--- config.mk ---
export PLATFORM = sky130hd
export DESIGN_NAME = operand_fetch
export DESIGN_NICKNAME = d
export VERILOG_FILES = /design/src/rtl/operand_fetch_pkg.sv /design/src/rtl/reg_scoreboard.sv /design/src/rtl/operand_fetch.sv
export SDC_FILE = /design/constraint.sdc
export NUM_CORES = 1
export LEC_CHECK = 0
export CORE_MARGIN = 2
export CORE_UTILIZATION = 25
export DETAILED_ROUTE_END_ITERATION = 10
export PLACE_DENSITY = 0.45
export SETUP_SLACK_MARGIN = 0.1
export SLEW_MARGIN = 20
export SYNTH_ARGS = -nofsm -noshare
export SYNTH_HDL_FRONTEND = slang
export SYNTH_SLANG_ARGS = --single-unit
--- constraint.sdc ---
create_clock -name clk -period 8.96 [get_ports clk]
set_input_delay 1.792 -clock clk [delete_from_list [all_inputs] [get_ports clk]]
set_output_delay 1.792 -clock clk [all_outputs]
set_load 0.05 [all_outputs]
--- src/rtl/operand_fetch_pkg.sv ---
// operand_fetch_pkg
//   Shared defaults and types for the operand fetch / issue stage.
//   Contents:
//     DEF_NREG, DEF_DW, DEF_AW : default register count, data width, address width
//     STALL_SAT                : saturation value of the hazard-stall counter
//     state_e                  : output-slot state {EMPTY, FULL}
package operand_fetch_pkg;

    localparam int DEF_NREG = 16;
    localparam int DEF_DW   = 16;
    localparam int DEF_AW   = 4;

    localparam logic [15:0] STALL_SAT = 16'hFFFF;

    typedef enum logic {
        EMPTY = 1'b0,
        FULL  = 1'b1
    } state_e;

endpackage

--- src/rtl/reg_scoreboard.sv ---
// reg_scoreboard
//   Per-register busy (pending write) vector with combinational hazard lookup.
//   Ports:
//     clk, rst                      : clock, synchronous active-high reset
//     set_en / set_addr             : mark a register pending (instruction issued)
//     clr_en / clr_addr             : writeback completed for a register
//     flush_clr_en / flush_clr_addr : flushed instruction releases its destination
//     rs_addr, rt_addr, dst_addr    : lookup addresses
//     rs_busy, rt_busy, dst_busy    : busy bit of each lookup address
//     busy                          : full busy vector
module reg_scoreboard
    import operand_fetch_pkg::*;
#(
    parameter int NREG = DEF_NREG,
    parameter int AW   = DEF_AW
) (
    input  logic            clk,
    input  logic            rst,
    input  logic            set_en,
    input  logic [AW-1:0]   set_addr,
    input  logic            clr_en,
    input  logic [AW-1:0]   clr_addr,
    input  logic            flush_clr_en,
    input  logic [AW-1:0]   flush_clr_addr,
    input  logic [AW-1:0]   rs_addr,
    input  logic [AW-1:0]   rt_addr,
    input  logic [AW-1:0]   dst_addr,
    output logic            rs_busy,
    output logic            rt_busy,
    output logic            dst_busy,
    output logic [NREG-1:0] busy
);

    logic [NREG-1:0] busy_q;
    logic [NREG-1:0] busy_d;

    always_comb begin
        // NOTE: every always_comb output gets a default first so no path
        // leaves it unassigned, which would otherwise infer a latch.
        busy_d = busy_q;
        if (clr_en) begin
            busy_d[clr_addr] = 1'b0;
        end
        if (flush_clr_en) begin
            busy_d[flush_clr_addr] = 1'b0;
        end
        // Set is applied last so a new issue wins over a same-cycle clear.
        if (set_en) begin
            busy_d[set_addr] = 1'b1;
        end
    end

    always_ff @(posedge clk) begin
        // NOTE: sequential state uses non-blocking assignments so every flop
        // samples the pre-edge values regardless of statement order.
        if (rst) begin
            busy_q <= '0;
        end else begin
            busy_q <= busy_d;
        end
    end

    assign busy     = busy_q;
    assign rs_busy  = busy_q[rs_addr];
    assign rt_busy  = busy_q[rt_addr];
    assign dst_busy = busy_q[dst_addr];

endmodule

--- src/rtl/operand_fetch.sv ---
// operand_fetch
//   Register-read and issue stage. Holds the architectural register file and
//   the busy scoreboard, stalls decoded instructions on RAW/WAW hazards and
//   presents operands to execute through a one-entry output slot.
//   Optional feature: define OPERAND_FETCH_FWD_EN to forward same-cycle
//   writeback data into the operands (and to resolve busy sources with it).
//   Ports:
//     clk, rst                          : clock, synchronous active-high reset
//     in_valid/in_ready                 : decoded instruction handshake
//     in_rs, in_rt, in_use_rs, in_use_rt: source addresses and use flags
//     in_wr_en, in_dst                  : destination write flag and address
//     out_valid/out_ready               : operand handshake to execute
//     out_a, out_b, out_dst, out_wr_en  : issued operands and destination
//     wb_en, wb_addr, wb_data           : writeback port (sole register writer)
//     flush                             : kills the held output instruction
//     busy                              : scoreboard vector
//     stall_cnt                         : saturating hazard-stall cycle count
module operand_fetch
    import operand_fetch_pkg::*;
#(
    parameter int NREG = DEF_NREG,
    parameter int DW   = DEF_DW,
    parameter int AW   = DEF_AW
) (
    input  logic            clk,
    input  logic            rst,
    input  logic            in_valid,
    output logic            in_ready,
    input  logic [AW-1:0]   in_rs,
    input  logic [AW-1:0]   in_rt,
    input  logic            in_use_rs,
    input  logic            in_use_rt,
    input  logic            in_wr_en,
    input  logic [AW-1:0]   in_dst,
    output logic            out_valid,
    input  logic            out_ready,
    output logic [DW-1:0]   out_a,
    output logic [DW-1:0]   out_b,
    output logic [AW-1:0]   out_dst,
    output logic            out_wr_en,
    input  logic            wb_en,
    input  logic [AW-1:0]   wb_addr,
    input  logic [DW-1:0]   wb_data,
    input  logic            flush,
    output logic [NREG-1:0] busy,
    output logic [15:0]     stall_cnt
);

    state_e          state_q, state_d;
    logic [DW-1:0]   out_a_q, out_a_d;
    logic [DW-1:0]   out_b_q, out_b_d;
    logic [AW-1:0]   out_dst_q, out_dst_d;
    logic            out_wr_en_q, out_wr_en_d;
    logic [15:0]     stall_cnt_q, stall_cnt_d;
    logic [DW-1:0]   regs_q [NREG];
    logic [DW-1:0]   regs_d [NREG];

    logic            rs_busy, rt_busy, dst_busy;
    logic            rs_fwd, rt_fwd;
    logic            hazard;
    logic            accept;
    logic            flush_clr_en;
    logic [DW-1:0]   rs_val, rt_val;

    reg_scoreboard #(
        .NREG (NREG),
        .AW   (AW)
    ) u_scoreboard (
        .clk            (clk),
        .rst            (rst),
        .set_en         (accept && in_wr_en),
        .set_addr       (in_dst),
        .clr_en         (wb_en),
        .clr_addr       (wb_addr),
        .flush_clr_en   (flush_clr_en),
        .flush_clr_addr (out_dst_q),
        .rs_addr        (in_rs),
        .rt_addr        (in_rt),
        .dst_addr       (in_dst),
        .rs_busy        (rs_busy),
        .rt_busy        (rt_busy),
        .dst_busy       (dst_busy),
        .busy           (busy)
    );

`ifdef OPERAND_FETCH_FWD_EN
    // A source matching the same-cycle writeback takes the new data and is
    // no longer waiting on that register.
    assign rs_fwd = wb_en && (wb_addr == in_rs);
    assign rt_fwd = wb_en && (wb_addr == in_rt);
`else
    assign rs_fwd = 1'b0;
    assign rt_fwd = 1'b0;
`endif

    assign rs_val = rs_fwd ? wb_data : regs_q[in_rs];
    assign rt_val = rt_fwd ? wb_data : regs_q[in_rt];

    // WAW uses the registered busy bit only: a same-cycle writeback to in_dst
    // must not let a second writer slip in ahead of the cleared scoreboard.
    assign hazard = (in_use_rs && rs_busy && !rs_fwd)
                 || (in_use_rt && rt_busy && !rt_fwd)
                 || (in_wr_en && dst_busy);

    assign in_ready     = !flush && ((state_q == EMPTY) || out_ready) && !hazard;
    assign accept       = in_valid && in_ready;
    assign flush_clr_en = flush && (state_q == FULL) && out_wr_en_q;

    always_comb begin
        state_d     = state_q;
        out_a_d     = out_a_q;
        out_b_d     = out_b_q;
        out_dst_d   = out_dst_q;
        out_wr_en_d = out_wr_en_q;
        stall_cnt_d = stall_cnt_q;
        regs_d      = regs_q;

        if (flush) begin
            state_d = EMPTY;
        end else if (accept) begin
            state_d     = FULL;
            out_a_d     = in_use_rs ? rs_val : '0;
            out_b_d     = in_use_rt ? rt_val : '0;
            out_dst_d   = in_dst;
            out_wr_en_d = in_wr_en;
        end else if ((state_q == FULL) && out_ready) begin
            state_d = EMPTY;
        end

        if (wb_en) begin
            regs_d[wb_addr] = wb_data;
        end

        if (in_valid && !flush && hazard && (stall_cnt_q != STALL_SAT)) begin
            stall_cnt_d = stall_cnt_q + 16'd1;
        end
    end

    always_ff @(posedge clk) begin
        if (rst) begin
            state_q     <= EMPTY;
            out_a_q     <= '0;
            out_b_q     <= '0;
            out_dst_q   <= '0;
            out_wr_en_q <= 1'b0;
            stall_cnt_q <= '0;
            // NOTE: the register file is architecturally zero after reset, so
            // it is cleared here like any other flop rather than left as RAM.
            for (int i = 0; i < NREG; i++) begin
                regs_q[i] <= '0;
            end
        end else begin
            state_q     <= state_d;
            out_a_q     <= out_a_d;
            out_b_q     <= out_b_d;
            out_dst_q   <= out_dst_d;
            out_wr_en_q <= out_wr_en_d;
            stall_cnt_q <= stall_cnt_d;
            regs_q      <= regs_d;
        end
    end

    assign out_valid = (state_q == FULL);
    assign out_a     = out_a_q;
    assign out_b     = out_b_q;
    assign out_dst   = out_dst_q;
    assign out_wr_en = out_wr_en_q;
    assign stall_cnt = stall_cnt_q;

endmodule

==> results_dict.tcl <==
set metrics [dict create \
    cts_setup_buffers 0 \
    cts.clk_slew.worst_paths_ns 0.05 \
    cp_data_arrival_time_ns 4.99 \
    fin_nets 1847 \
    syn2layout_area_growth_pct 19.38 \
    grt_max_degree 116 \
    syn_inst 1780 \
    ir_worst_vdd_uv 128.3 \
    final_cells 2687 \
    r2r_start "u_scoreboard.busy[15]" \
    place.gp.congestion 0.8305 \
    comb_power_share_pct 8.0 \
    clock_latency_ns 0.55 \
    power_density_mw_per_mm2 174.6 \
    cap_violations 0 \
    p_leak_nw 6.066 \
    seq_power_share_pct 43.6 \
    num-fill-cells 6751 \
    grt_use_total_pct 18.38 \
    multi_input_area_sq_mm 0.009082 \
    dp_cells 2618 \
    cts_max_level 2 \
    cts-buffers-inserted 39 \
    grt_pass1_vias 13580 \
    crit_chain "clkdlybuf4s50_1 -> mux2i_1 -> o22ai_1 -> o41ai_1 -> and4_1 -> buf_4 -> nand2_1 -> nor2_1 -> clkdlybuf4s50_1" \
    cp_max_fo 27 \
    syn_nets 1822 \
    dr.pass1.iters 5 \
    fin_crit_sh_pct 75.68 \
    holdCritStartpoint "regs_q[96]" \
    fp.dieH_um 259.2 \
    worst_path_largest_cell_delay_ns 0.84 \
    min_period_ns 6.781 \
    skew_ns 0.01087 \
    cts_tree "done" \
    synth_enable_flop_cells 0 \
    slew_headroom_pct 23.56 \
    final_common_cell "nand2_1" \
    cp-start-kind "input port" \
    status "completed" \
    synth.distinct_cells 42 \
    clk_path_buf_depth 3 \
    crit_slowest_cell "clkdlybuf4s50_1" \
    ys_seq_area_share_pct 40.07 \
    slew_violations 0 \
    sw_frac_of_total_pct 24.70 \
    critPathLaunch "in_dst[1]" \
    cp.required_ns 7.17 \
    synthArstFlopShare_pct 0 \
    die_x_um 259.2 \
    antenna_found_initial 4 \
    drc 0 \
    core_sq_mm 0.06446 \
    worstSetupPathType "in2out" \
    wl_mm 62.42 \
    grt_first_pass_wirelength_mm 91.59 \
    synth_area_sq_mm 0.01629 \
    place_area_sq_mm 0.01811 \
    finalSetupViolCount 0 \
    cts_root_buf "clkbuf_16" \
    worst_pin_slew_ns 1.144 \
    ctsResizeCount 0 \
    final_area_sq_mm 0.01944 \
    fp.dieArea_sq_mm 0.06720 \
    hold_viol_final 0 \
    vias 14080 \
    drtIter0Drc 1333 \
    cts_num_sinks 326 \
    drive_above_1_share_pct 17.85 \
    ys_ff_latch 326 \
    cpMostUsedCell "clkdlybuf4s50_1" \
    setup_tns_ns 0 \
    utilization_pct 30.16 \
    p_sw_w 0.0008387 \
    ctsHoldBuffers 0 \
    synth.avg_cell_area_sq_um 9.149 \
    via_per_inst 5.240 \
    avgRoutedWirePerCell_um 23.23 \
    cp-end-kind "output pin" \
    clockPowerShare_pct 48.4 \
    ff_latch_area_sq_mm 0.006526 \
    start_util_pct 25.26 \
    p_int_w 0.002556 \
    yosys_warnings 0 \
    io_buffers 111 \
    max_clock_freq_mhz 147.5 \
    n_antenna_cell 0 \
    synth_flop_cell "dfxtp_1" \
    dp_hpwl_mm 38.11 \
    layout_common_cells "575 x nand2_1, 326 x dfxtp_1, 270 x a21oi_1" \
    rsz0062_at_grt "no" \
    hold_path.class "reg2reg" \
    fp-row-count 93 \
    ioPinCount 112 \
    grt_overflow 0 \
    ant_nets 0 \
]
==> critical path: cells and delay by family <==
kind	cells	cell delay (ns)
compound gates	2	0.59
buf+inv	3	1.92
mux	1	0.25
simple gates	3	0.43
==> power by group through the flow <==
stage	clock network [W]	registers (W)	logic (W)
5_1_grt	0.00173	0.00148	0.000291
4_1_cts	0.00168	0.00148	0.000274
6_report	0.00164	0.00148	0.000273
3_5_place_dp	0	0.00151	0.000273
3_3_place_gp	0	0.00151	0.000273
2_1_floorplan	0	0.00151	0.000173
==> logic make-up after synthesis <==
family	share of synthesized area (%)
and+or+nand+nor	18.78
adders and majority gates	0.07682
muxes	24.35
buffers and inverters	4.325
DFF	40.07
AOI/OAI and AO/OA	12.40
==> flip-flops by register name, indices dropped and copies added (netlist names) <==
register / count
out_a: 16
out_b: 16
out_dst: 4
out_valid: 1
out_wr_en: 1
regs_q: 256
stall_cnt: 16
u_scoreboard.busy: 16
==> through the flow <==
stage | total power [W] | worst slack, ns | hold slack [ns]
final | 0.003395 | 2.179 | 0.4641
after global routing | 0.003506 | 1.958 | 0.4793
after CTS | 0.003436 | 2.188 | 0.4665
after detailed placement | 0.001785 | 2.193 | 0.4584
after global placement | 0.001783 | 2.235 | 0.4491
after floorplan | 0.001688 | 2.838 | 0.4429
==> routing by layer <==
| metal | global-route usage (%) | vias up | wire length (um) | part of all wire (%) |
|---|---|---|---|---|
| met2 | 28.39 | 603 | 27850 | 45 |
| li1 | - | 6379 | - | - |
| met3 | 5.272 | 112 | 6162 | 9.9 |
| met4 | 5.843 | 6 | 1808 | 2.9 |
| met5 | 0 | - | 43 | 0.069 |
| met1 | 24.72 | 6981 | 26560 | 43 |
==> synthesized netlist by cell type, types with 2 or more instances <==
master       n  area share, %
clkbuf_1   124            2.9
nor3b_1      2          0.092
buf_2       23           0.71
o2111ai_1   13           0.70
dfxtp_1    326             40
nor2b_1     15           0.58
buf_6        2           0.14
buf_1       21           0.48
nand4_1     10           0.38
a31o_2      23            1.2
or3b_2       4           0.22
and2_1       2          0.077
a21oi_1    270            8.3
o21ai_0     11           0.34
nor2_1      27           0.62
mux4_2     169             23
o211ai_1     2          0.092
or4_1        4           0.18
mux2i_1      8           0.49
inv_1        4          0.092
or2_2        3           0.12
o41ai_1      5           0.27
or3_1        6           0.23
a31o_1       9           0.48
mux2_2       7           0.48
o22ai_1      4           0.15
nand3_1     28           0.86
nor3_1      40            1.2
nor4_1       2          0.077
o31ai_1     16           0.74
nand2b_1     7           0.27
nand3b_1     5           0.23
nand2_1    576             13
and3_1       4           0.15
==> cell type report <==
type / instances / area share, %
inverters: 4 / 0.07723
clock buffers: 57 / 6.101
multi-input cells: 1279 / 46.72
repair buffers: 155 / 7.350
well taps: 855 / 5.503
flip-flops and latches: 326 / 33.57
clock inverters: 11 / 0.6822
==> path summary, 6_finish.rpt <==
path	to	slack [ns]	depth (start not counted)
hold reg to reg	regs_q[96]	0.46	2
setup / recovery	in_ready	2.18	9
hold / removal	regs_q[96]	0.46	2
setup reg to reg	u_scoreboard.busy[13]	5.70	7
(Power assumes the default switching activity.)
